===== config.mk =====
export PLATFORM = sky130hd
export DESIGN_NAME = cellrv32_bus_arbiter
export DESIGN_NICKNAME = d
export VERILOG_FILES = /design/src/rtl/cellrv32_bus_arbiter_pkg.sv /design/src/rtl/cellrv32_bus_arbiter.sv
export SDC_FILE = /design/constraint.sdc
export NUM_CORES = 1
export LEC_CHECK = 0
export CAP_MARGIN = 20
export CELL_PAD_IN_SITES_DETAIL_PLACEMENT = 1
export CELL_PAD_IN_SITES_GLOBAL_PLACEMENT = 2
export CORE_MARGIN = 2
export CORE_UTILIZATION = 10
export DETAILED_ROUTE_END_ITERATION = 10
export PLACE_DENSITY_LB_ADDON = 0.1
export SKIP_CTS_REPAIR_TIMING = 1
export SLEW_MARGIN = 10
export SYNTH_ARGS = -nofsm -noshare
export SYNTH_HDL_FRONTEND = slang
export SYNTH_SLANG_ARGS = --single-unit

===== constraint.sdc =====
create_clock -name clk_i -period 2.25 [get_ports clk_i]
set_input_delay 0.45 -clock clk_i [delete_from_list [all_inputs] [get_ports clk_i]]
set_output_delay 0.45 -clock clk_i [all_outputs]
set_load 0.005 [all_outputs]

===== src/rtl/cellrv32_bus_arbiter_pkg.sv =====
// Shared definitions for the two-port internal bus arbiter: FSM state codes,
// bus source encoding and the timer sizing helper.
package cellrv32_bus_arbiter_pkg;

    typedef logic [2:0] arb_state_t;

    localparam arb_state_t S_IDLE   = 3'd0;
    localparam arb_state_t S_A_REQ  = 3'd1;
    localparam arb_state_t S_A_WAIT = 3'd2;
    localparam arb_state_t S_B_REQ  = 3'd3;
    localparam arb_state_t S_B_WAIT = 3'd4;

    localparam logic SRC_A = 1'b0;
    localparam logic SRC_B = 1'b1;

    localparam logic [3:0] BEN_ALL = 4'b1111;

    // Bits needed to index n entries (ceil(log2(n))), 0 for n <= 1.
    function automatic int index_size_f(input int n);
        int r;
        r = 0;
        for (int i = 0; i < 31; i++) begin
            if ((1 << i) < n) r = i + 1;
        end
        return r;
    endfunction

endpackage


===== src/rtl/cellrv32_bus_arbiter.sv =====
// Shares one internal bus between the CPU data port (A) and the i-cache refill
// port (B): buffered request strobes, fixed priority A > B, optional refill lock.
module cellrv32_bus_arbiter
    import cellrv32_bus_arbiter_pkg::*;
#(
    parameter bit B_LOCK_EN = 1'b1,
    parameter int TIMEOUT   = 15
) (
    input  logic        clk_i,
    input  logic        rstn_i,
    // port A: CPU data access
    input  logic [31:0] a_addr_i,
    input  logic [31:0] a_wdata_i,
    input  logic [3:0]  a_ben_i,
    input  logic        a_re_i,
    input  logic        a_we_i,
    output logic [31:0] a_rdata_o,
    output logic        a_ack_o,
    output logic        a_err_o,
    // port B: i-cache refill, read-only
    input  logic        b_cached_i,
    input  logic [31:0] b_addr_i,
    input  logic        b_re_i,
    output logic [31:0] b_rdata_o,
    output logic        b_ack_o,
    output logic        b_err_o,
    // shared bus
    output logic [31:0] bus_addr_o,
    output logic [31:0] bus_wdata_o,
    output logic [3:0]  bus_ben_o,
    output logic        bus_re_o,
    output logic        bus_we_o,
    output logic        bus_src_o,
    input  logic [31:0] bus_rdata_i,
    input  logic        bus_ack_i,
    input  logic        bus_err_i,
    output logic        bus_timeout_o
);

    localparam int TW = index_size_f(TIMEOUT) + 1;
    localparam logic [TW-1:0] T_LAST = TW'((TIMEOUT > 0) ? TIMEOUT - 1 : 0);
    localparam bit TO_EN = (TIMEOUT > 0);

    arb_state_t    state_q, state_d;
    logic          a_pend_q, a_pend_d;
    logic          a_wr_q, a_wr_d;
    logic          b_pend_q, b_pend_d;
    logic          cur_wr_q, cur_wr_d;
    logic          src_q, src_d;
    logic [TW-1:0] timer_q, timer_d;

    logic a_stb, a_req, b_req, b_lock, in_wait;
    logic rsp_ack, rsp_err, rsp_to;

    always_comb begin
        a_stb   = a_re_i | a_we_i;
        a_req   = a_pend_q | a_stb;
        b_req   = b_pend_q | b_re_i;
        b_lock  = B_LOCK_EN & b_cached_i;
        in_wait = (state_q == S_A_WAIT) || (state_q == S_B_WAIT);
        // ack beats err, and either beats the timeout in the same cycle
        rsp_ack = in_wait & bus_ack_i;
        rsp_err = in_wait & ~bus_ack_i & bus_err_i;
        rsp_to  = in_wait & ~bus_ack_i & ~bus_err_i & TO_EN & (timer_q == T_LAST);
    end

    always_comb begin
        state_d  = state_q;
        a_pend_d = a_pend_q | a_stb;
        a_wr_d   = a_stb ? a_we_i : a_wr_q;
        b_pend_d = b_pend_q | b_re_i;
        cur_wr_d = cur_wr_q;
        src_d    = src_q;
        timer_d  = timer_q;
        case (state_q)
            S_IDLE: begin
                if (a_req && !b_lock) begin
                    state_d  = S_A_REQ;
                    src_d    = SRC_A;
                    cur_wr_d = a_pend_q ? a_wr_q : a_we_i;
                    // a strobe arriving while an older one is served stays pending
                    a_pend_d = a_pend_q & a_stb;
                end else if (b_req) begin
                    state_d  = S_B_REQ;
                    src_d    = SRC_B;
                    cur_wr_d = 1'b0;
                    b_pend_d = b_pend_q & b_re_i;
                end
            end
            S_A_REQ: begin
                state_d = S_A_WAIT;
                timer_d = '0;
            end
            S_B_REQ: begin
                state_d = S_B_WAIT;
                timer_d = '0;
            end
            S_A_WAIT, S_B_WAIT: begin
                if (rsp_ack || rsp_err || rsp_to) begin
                    state_d = S_IDLE;
                end else if (TO_EN) begin
                    timer_d = timer_q + TW'(1);
                end
            end
            default: state_d = S_IDLE;
        endcase
    end

    always_ff @(posedge clk_i) begin
        if (!rstn_i) begin
            state_q  <= S_IDLE;
            a_pend_q <= 1'b0;
            a_wr_q   <= 1'b0;
            b_pend_q <= 1'b0;
            cur_wr_q <= 1'b0;
            src_q    <= SRC_A;
            timer_q  <= '0;
        end else begin
            state_q  <= state_d;
            a_pend_q <= a_pend_d;
            a_wr_q   <= a_wr_d;
            b_pend_q <= b_pend_d;
            cur_wr_q <= cur_wr_d;
            src_q    <= src_d;
            timer_q  <= timer_d;
        end
    end

    // Strobes and responses are masked while reset is asserted so an in-flight
    // response arriving in the reset cycle never reaches a master.
    always_comb begin
        bus_src_o     = src_q;
        bus_addr_o    = (src_q == SRC_B) ? b_addr_i : a_addr_i;
        bus_wdata_o   = (src_q == SRC_B) ? 32'h0 : a_wdata_i;
        bus_ben_o     = (src_q == SRC_B) ? BEN_ALL : a_ben_i;
        bus_re_o      = rstn_i & (((state_q == S_A_REQ) & ~cur_wr_q) | (state_q == S_B_REQ));
        bus_we_o      = rstn_i & (state_q == S_A_REQ) & cur_wr_q;
        a_ack_o       = rstn_i & (state_q == S_A_WAIT) & rsp_ack;
        a_err_o       = rstn_i & (state_q == S_A_WAIT) & (rsp_err | rsp_to);
        b_ack_o       = rstn_i & (state_q == S_B_WAIT) & rsp_ack;
        b_err_o       = rstn_i & (state_q == S_B_WAIT) & (rsp_err | rsp_to);
        a_rdata_o     = a_ack_o ? bus_rdata_i : 32'h0;
        b_rdata_o     = b_ack_o ? bus_rdata_i : 32'h0;
        bus_timeout_o = rstn_i & rsp_to;
    end

endmodule


==> impl_metrics.py, run 1 <==
metrics = {
    "grt": {
        "overflow": 0,
        "grt_first_pass_wirelength_um": 16700,
        "grt_max_degree": 51,
        "grt_pass1_vias": 2843,
        "grtUsageTotal": 0.115,
        "antenna_found_initial": 1,
    },
    "status": {
        "status": "finished, final reports clean",
    },
    "worst_setup_path": {
        "cp_max_fo": 7,
        "arrival_ns": 1.76,
        "cp-end-kind": "primary output",
        "crit_required_ns": 1.80,
        "ff2ff_setup_slack_ns": 0.44,
        "crit_type": "register to primary output",
        "rr_startpoint": "timer_q[0]",
        "rr_worst_depth": 6,
        "r2r_end": "state_q[1]",
        "start_kind": "register",
        "critPathLaunch": "state_q[2]",
    },
    "die": {
        "die_h_um": 138,
        "rows": 48,
        "initial_core_util": 0.103,
        "coreArea_mm2": 0.0174,
        "die_w_um": 138,
        "ios": 280,
        "dieArea_mm2": 0.0190,
    },
    "power": {
        "switching_share": 0.286,
        "p_int_w": 0.00122,
        "power.leakage_nw": 3.26,
        "powerDensity_mw_per_mm2": 309,
        "p_sw_w": 0.000491,
        "comb_power_share": 0.638,
        "seqPwrFrac": 0.164,
        "peakVddDrop_mv": 0.293,
        "pwr-share-clk": 0.199,
    },
    "final_layout": {
        "drive_gt1_frac": 0.187,
        "diodes": 0,
        "final_cell_mix": "206 x clkdlybuf4s50_1, 66 x dlymetal6s2s_1, 62 x and2_1",
        "layout_commonest_cell": "clkdlybuf4s50_1",
        "area_delta_synth_final_pct": 209,
        "nets": 683,
        "nFillCells": 2012,
        "stdcell_count": 765,
        "fin_util": 0.319,
    },
    "timing": {
        "max_freq_mhz": 452,
        "fin_skew_ns": 0.00299,
        "slew_viol_final": 0,
        "period_needed_ns": 2.21,
        "setup_viol": 0,
        "period_share": 0.984,
        "rsz0062_at_grt": "true",
        "finalSetupTns_ns": 0,
        "hold_viol_final": 0,
        "relSlewSlack": 0.739,
        "worstMarginPinSlew_ns": 0.386,
    },
    "synth": {
        "synth_top_cells_by_area": "and2_1 22%, mux2_2 20%, dfxtp_1 14%, nor2b_1 12%, clkbuf_1 3.6%",
        "syn-instance-count": 235,
        "synth_enable_flop_cells": 0,
        "yosys.area.top_type": "and2_1",
        "ys_ff_latch": 13,
        "synth_top_flop_cell": "dfxtp_1",
        "ys_seq_area_frac": 0.145,
        "synth_top_area_frac": 0.223,
        "ys_types": 38,
        "ys_warn_count": 0,
        "syn_area_mm2": 0.00180,
        "synthArstFlopShare": 0,
        "syn-mean-instance-area_um2": 7.64,
        "syn_nets": 377,
    },
    "job": {
        "max_cap_violations": 0,
    },
    "clock_network": {
        "numClockSinks": 13,
        "clk_pin_slew_worst_paths_ns": 0.05,
        "cts-buffers-inserted": 3,
        "clock-root-buffer": "clkbuf_16",
        "cts_tree": "yes",
        "clk_path_buf_depth": 2,
        "h-tree-depth": 1,
        "clock_latency_ns": 0.24,
    },
    "placed_design": {
        "hpwl_um": 10400,
        "gp_congestion": 0.676,
        "dpl.cell_count": 735,
        "numPortBuffers": 279,
    },
    "route": {
        "drtIter0Drc": 36,
        "drt_wl_total_um": 13400,
        "drc": 0,
        "num_vias": 2918,
        "routed_via_density": 3.81,
        "dr.pass1.iters": 4,
        "wl_per_cell_um": 17.5,
        "drtAntennaViolNets": 0,
    },
    "min_path": {
        "hp-start": "timer_q[4]",
        "hold_depth": 2,
        "min_to": "timer_q[4]",
        "hp-class": "register to register",
    },
}
[cell usage after synthesis, types with 2 or more instances]
master / n
and2_1: 64
and4b_1: 2
buf_1: 3
clkbuf_1: 17
dfxtp_1: 13
ha_1: 2
inv_1: 2
mux2_2: 32
mux2i_1: 5
nand2_1: 7
nand3_1: 8
nand3b_1: 3
nor2_1: 5
nor2b_1: 34
nor3_1: 3
nor3b_1: 2
nor4_1: 2
o21a_1: 2
o21ai_0: 2
o221ai_1: 2
o22ai_1: 2
or2_2: 4
or3_1: 4
[logic make-up (layout without fill, tap and decap cells)]
family          count (synthesis)  count (layout)  synth area share
compound gates                 16              16            0.0662
xor+xnor                        1               1           0.00488
fa+ha+maj                       2               2            0.0139
buf+inv                        22             327            0.0460
flops                          13              13             0.145
mux                            37              37             0.229
simple gates                  144             144             0.495
[registers in the layout, indices dropped and copies added (netlist names)]
name,count
a_pend_q,1
a_wr_q,1
b_pend_q,1
bus_src_o,1
cur_wr_q,1
state_q,3
timer_q,5
[layer usage]
metal  global-route usage  vias up  share of wire
met5                    0        -        0.00097
met4              0.00850        2         0.0027
met3               0.0479        4           0.13
met2                0.217      164           0.52
met1                0.123     1343           0.35
li1                     -     1405              -
[critical path, stage by stage (launching register included)]
cell,delay [ns]
dfxtp_4,0.35
buf_6,0.13
nor2b_4,0.10
and4b_4,0.29
buf_6,0.12
buf_6,0.09
clkbuf_16,0.13
buf_6,0.10
and2_1,0.11
buf_2,0.11
[cell type report]
type / instances / area [um2] / area share
multi-input cells: 200 / 1490 / 0.269
flip-flops and latches: 13 / 270 / 0.0487
well taps: 225 / 282 / 0.0507
inverters: 2 / 7.51 / 0.00135
clock buffers: 4 / 78.8 / 0.0142
repair buffers: 321 / 3420 / 0.616
[power groups by stage]
stage | clock, W | combinational [W] | sequential (W)
global placement | 0 | 0.00105 | 0.000279
finish | 0.000341 | 0.00109 | 0.000281
floorplan | 0 | 0.000343 | 0.000266
global route | 0.000365 | 0.00118 | 0.000284
CTS | 0.000353 | 0.00107 | 0.000275
detailed placement | 0 | 0.00106 | 0.000279
[stage by stage]
step | setup WS [ns] | cell area [um2] | total power, W | hold WS, ns
after floorplan | 0.473 | 1800 | 0.000609 | 0.456
after global placement | -0.494 | 4960 | 0.00133 | 0.479
after detailed placement | -0.509 | 4960 | 0.00134 | 0.479
after CTS | -0.517 | 5040 | 0.00170 | 0.491
after global routing | -0.0371 | 5550 | 0.00183 | 0.540
final | 0.0363 | 5550 | 0.00172 | 0.484
[worst max path at each step]
| stage | endpoint | slack (ns) | cells after the start |
|---|---|---|---|
| floorplan | b_rdata_o[22] | 0.47 | 4 |
| global placement | b_rdata_o[10] | -0.49 | 6 |
| detailed placement | b_rdata_o[10] | -0.51 | 6 |
| CTS | b_rdata_o[10] | -0.52 | 6 |
| global route | a_rdata_o[4] | -0.04 | 9 |
| finish | a_rdata_o[4] | 0.04 | 9 |
(Power assumes the default switching activity.)
==> run 2, diff against run 1 <==
Settings changed: MAX_ROUTING_LAYER set to met4, SETUP_SLACK_MARGIN set to 0.15.
==> impl_metrics.py, run 2 (synthesized netlist as in run 1, its figures left out) <==
metrics = {
    "clock_network": {
        "clock-root-buffer": "clkbuf_16",
        "clock_latency_ns": 0.24,
        "clk_path_buf_depth": 2,
        "numClockSinks": 13,
        "h-tree-depth": 1,
        "clk_pin_slew_worst_paths_ns": 0.05,
        "cts_tree": "yes",
        "cts-buffers-inserted": 3,
    },
    "worst_setup_path": {
        "path_cells": "buf_6 -> nor2b_4 -> and4b_4 -> buf_6 -> clkbuf_16 -> buf_4 -> buf_4 -> and2_1 -> clkbuf_2",
        "crit_end": "a_rdata_o[4]",
        "cp-end-kind": "primary output",
        "cp_max_fo": 5,
        "arrival_ns": 1.80,
        "rr_startpoint": "timer_q[0]",
        "slowest_delay_ns": 0.35,
        "start_kind": "register",
        "critPathLaunch": "state_q[2]",
        "crit_type": "register to primary output",
        "r2r_end": "state_q[1]",
        "rr_worst_depth": 7,
        "crit_required_ns": 1.80,
        "critical-path-slowest-cell": "dfxtp_4",
        "ff2ff_setup_slack_ns": 0.46,
    },
    "power": {
        "comb_power_share": 0.645,
        "switching_share": 0.288,
        "peakVddDrop_mv": 0.294,
        "seqPwrFrac": 0.160,
        "power.total_w": 0.00176,
        "pwr-share-clk": 0.194,
        "powerDensity_mw_per_mm2": 315,
        "p_sw_w": 0.000507,
        "p_int_w": 0.00125,
        "power.leakage_nw": 3.18,
    },
    "timing": {
        "period_share": 1.00,
        "fin_skew_ns": 0.00169,
        "max_freq_mhz": 444,
        "slew_viol_final": 0,
        "setup_slack_ns": -0.000880,
        "relSlewSlack": 0.724,
        "setup_viol": 1,
        "worstMarginPinSlew_ns": 0.410,
        "period_needed_ns": 2.25,
        "hold_viol_final": 0,
        "rsz0062_at_grt": "true",
    },
    "job": {
        "max_cap_violations": 0,
    },
    "final_layout": {
        "largest_reg_flops": 5,
        "layout_commonest_cell": "clkdlybuf4s50_1",
        "final_cell_mix": "177 x clkdlybuf4s50_1, 72 x dlymetal6s2s_1, 50 x and2_1",
        "final_cell_area_mm2": 0.00559,
        "top_regs": "timer_q: 5 flops, state_q: 3 flops",
        "area_delta_synth_final_pct": 212,
        "drive_gt1_frac": 0.258,
        "regMostFlops": "timer_q",
        "nets": 681,
    },
    "grt": {
        "grt_first_pass_wirelength_um": 16700,
        "antenna_found_initial": 1,
        "grt_pass1_vias": 2855,
        "grtUsageTotal": 0.118,
        "overflow": 0,
        "grt_max_degree": 51,
    },
    "route": {
        "wl_per_cell_um": 17.6,
        "drtAntennaViolNets": 0,
        "num_vias": 2914,
        "drt_wl_total_um": 13500,
        "routed_via_density": 3.81,
        "dr.pass1.iters": 3,
        "drtIter0Drc": 41,
        "drc": 0,
    },
    "placed_design": {
        "place_area_mm2": 0.00496,
        "gp_congestion": 0.683,
        "hpwl_um": 10400,
        "numPortBuffers": 279,
    },
    "die": {
        "die_w_um": 138,
        "coreArea_mm2": 0.0174,
        "die_h_um": 138,
        "initial_core_util": 0.103,
        "rows": 48,
        "dieArea_mm2": 0.0190,
        "ios": 280,
    },
    "status": {
        "status": "finished with violations",
        "violations": "setup timing",
    },
    "min_path": {
        "hold_depth": 2,
        "hp-class": "register to register",
    },
}
[run 2: changes by cell type in the layout (fill, tap and decap cells not counted), moves of 2 or more]
cell             previous run  this run
and2_1                     62        50
and2_4                      2        14
buf_6                      12        19
buf_12                      3         5
nor2b_2                     0         2
dlymetal6s2s_1             66        72
clkbuf_2                    1        11
nor2b_1                    33        31
clkdlybuf4s50_1           206       177
[run 2: power by group through the flow]
| stage | clock (W) | sequential, W | combinational [W] |
|---|---|---|---|
| 6_report | 0.000342 | 0.000282 | 0.00114 |
| 5_1_grt | 0.000365 | 0.000285 | 0.00122 |
| 4_1_cts | 0.000353 | 0.000275 | 0.00107 |
| 3_5_place_dp | 0 | 0.000279 | 0.00106 |
| 3_3_place_gp | 0 | 0.000279 | 0.00105 |
| 2_1_floorplan | 0 | 0.000266 | 0.000343 |
[run 2: final cells by class]
cell class / instances / area, um2
Fill cell: 2013 / 11800
Timing Repair Buffer: 319 / 3410
Multi-Input combinational cell: 200 / 1540
Tap cell: 225 / 282
Sequential cell: 13 / 274
Clock buffer: 4 / 78.8
Inverter: 2 / 7.51
Antenna cell: 1 / 2.50
[run 2: how the worst min path moves through the flow]
stage | from | end | slack [ns]
5_1_grt | timer_q[4] | timer_q[4] | 0.54
2_1_floorplan | timer_q[4] | timer_q[4] | 0.46
4_1_cts | timer_q[4] | timer_q[4] | 0.49
3_5_place_dp | timer_q[4] | timer_q[4] | 0.48
3_3_place_gp | timer_q[4] | timer_q[4] | 0.48
6_report | timer_q[4] | timer_q[4] | 0.49
[run 2: routing by layer]
metal / global-route usage / vias to the layer above / wire length (um)
met3: 0.0398 / 2 / 1590
met1: 0.129 / 1348 / 4700
li1: - / 1400 / -
met2: 0.216 / 164 / 7130
met5: - / - / 0
met4: 0.00850 / 0 / 38
[run 2: critical path: cells and delay by family, from the launching register on]
kind                   cells  cell delay [ns]
AND/OR/NAND/NOR            3             0.50
buffers and inverters      6             0.70
flip-flops                 1             0.35
[run 2: through the flow]
stage	utilization	setup WS, ns	instances	hold WS [ns]	TNS, ns
2_1_floorplan	-	0.473	235	0.456	0
4_1_cts	0.289	-0.517	739	0.491	-31.70
3_5_place_dp	0.285	-0.509	735	0.479	-31.37
3_3_place_gp	0.285	-0.494	735	0.479	-29.89
5_1_grt	0.321	-0.0733	764	0.540	-0.134
6_report	0.321	-0.000880	764	0.488	-0.000880
==> run 3, diff against run 2 <==
Settings changed: CAP_MARGIN 20 to not set.
Clock period 2.25 ns to 2.9 ns, I/O delays scaled along.
==> impl_metrics.py, run 3 (synthesized netlist as in run 1, its figures left out) <==
metrics = {
    "status": {
        "status": "finished, final reports clean",
    },
    "clock_network": {
        "cts_tree": "yes",
        "numClockSinks": 13,
        "clk_path_buf_depth": 2,
        "clock_latency_ns": 0.24,
        "clk_pin_slew_worst_paths_ns": 0.05,
        "cts-buffers-inserted": 3,
        "h-tree-depth": 1,
        "clock-root-buffer": "clkbuf_16",
    },
    "route": {
        "drtIter0Drc": 34,
        "drt_wl_total_um": 12600,
        "wl_met2_um": 6520,
        "dr.pass1.iters": 3,
        "num_vias": 2801,
        "wl_per_cell_um": 17.1,
        "drc": 0,
        "drt-met1-wl_um": 4740,
        "highest_layer": "met4",
        "routed_via_density": 3.82,
        "drtAntennaViolNets": 0,
        "wl_met3_um": 1270,
    },
    "placed_design": {
        "dpl.cell_count": 725,
        "post-place-ws_ns": -0.138,
        "numPortBuffers": 279,
        "hpwl_um": 10200,
        "place_area_mm2": 0.00489,
        "gp_congestion": 0.672,
    },
    "min_path": {
        "hold_depth": 2,
        "hp-start": "timer_q[4]",
        "hp-class": "register to register",
        "min_to": "timer_q[4]",
    },
    "die": {
        "ios": 280,
        "rows": 48,
        "coreArea_mm2": 0.0174,
        "initial_core_util": 0.103,
        "dieArea_mm2": 0.0190,
        "die_h_um": 138,
        "die_w_um": 138,
    },
    "power": {
        "peakVddDrop_mv": 0.154,
        "powerDensity_mw_per_mm2": 251,
        "power.leakage_nw": 1.95,
    },
    "grt": {
        "grt_max_degree": 70,
        "grt_pass1_vias": 2826,
        "grt_first_pass_wirelength_um": 16400,
        "antenna_found_initial": 2,
        "overflow": 0,
        "grtUsageTotal": 0.117,
    },
    "worst_setup_path": {
        "rr_worst_depth": 3,
        "crit_type": "primary input to primary output",
        "rr_startpoint": "state_q[0]",
        "ff2ff_setup_slack_ns": 1.12,
        "cp-end-kind": "primary output",
        "arrival_ns": 2.09,
        "start_kind": "primary input",
        "cp_max_fo": 2,
        "crit_required_ns": 2.32,
        "r2r_end": "cur_wr_q",
    },
    "final_layout": {
        "area_delta_synth_final_pct": 183,
        "regArea_um2": 264,
        "stdcell_count": 734,
        "drive_gt1_frac": 0.118,
        "layout_commonest_cell": "clkdlybuf4s50_1",
        "nets": 650,
        "top_regs": "timer_q: 5 flops, state_q: 3 flops",
        "nFillCells": 2030,
        "largest_reg_flops": 5,
        "final_cell_mix": "271 x clkdlybuf4s50_1, 64 x and2_1, 33 x nor2b_1",
        "multi_input_area_mm2": 0.00149,
        "regMostFlops": "timer_q",
        "final_cell_area_mm2": 0.00507,
    },
    "timing": {
        "setup_viol": 0,
        "fin_skew_ns": 0.00305,
        "hold_viol_final": 0,
        "worstMarginPinSlew_ns": 0.619,
        "period_share": 0.919,
        "timing.hold.ws_ns": 0.484,
        "setup_slack_ns": 0.234,
        "relSlewSlack": 0.584,
        "period_needed_ns": 2.67,
        "max_freq_mhz": 375,
        "rsz0062_at_grt": "false",
        "slew_viol_final": 0,
        "finalSetupTns_ns": 0,
    },
    "job": {
        "max_cap_violations": 0,
    },
}
==> run 3: changes by cell type in the layout (fill, tap and decap cells not counted), sizes merged <==
cell,delta
clkbuf,-15
dlymetal6s2s,-64
diode,+1
buf,-46
clkdlybuf4s50,+94
==> run 3: how the worst max path moves through the flow <==
stage | from | to | depth (start not counted)
after floorplan | rstn_i | b_rdata_o[22] | 4
after CTS | rstn_i | b_rdata_o[17] | 6
after global routing | bus_err_i | bus_timeout_o | 4
final | bus_err_i | bus_timeout_o | 4
after global placement | rstn_i | b_rdata_o[17] | 6
after detailed placement | rstn_i | b_rdata_o[17] | 6
==> run 3: worst max-delay path: stages <==
cell,delay [ns]
clkdlybuf4s50_1,0.43
or3_1,0.35
nor3_2,0.20
clkdlybuf4s50_1,0.53
==> run 3: metal layers <==
| metal | vias up | GRT usage |
|---|---|---|
| met3 | 2 | 0.0322 |
| met4 | 0 | 0.00850 |
| met1 | 1294 | 0.128 |
| li1 | 1341 | - |
| met2 | 164 | 0.219 |
| met5 | - | - |
==> run 3: final cells by class <==
class / count / area share
timing repair buffer: 288 / 0.582
multi-input combinational: 200 / 0.293
tap: 225 / 0.0555
sequential: 13 / 0.0520
clock buffer: 4 / 0.0155
inverter: 2 / 0.00148
antenna: 2 / 0.000986
==> run 3: per-stage QoR <==
step            util  total power [W]
2_1_floorplan      -         0.000473
3_3_place_gp   0.281          0.00101
3_5_place_dp   0.281          0.00102
4_1_cts        0.285          0.00130
5_1_grt        0.291          0.00136
6_report       0.291          0.00127
==> run 3: power breakdown <==
part | total [W] | switching, W | internal, W
Combinational | 0.000787 | 0.000258 | 0.000529
Sequential | 0.000223 | 0.0000285 | 0.000194
Clock | 0.000264 | 0.0000779 | 0.000186
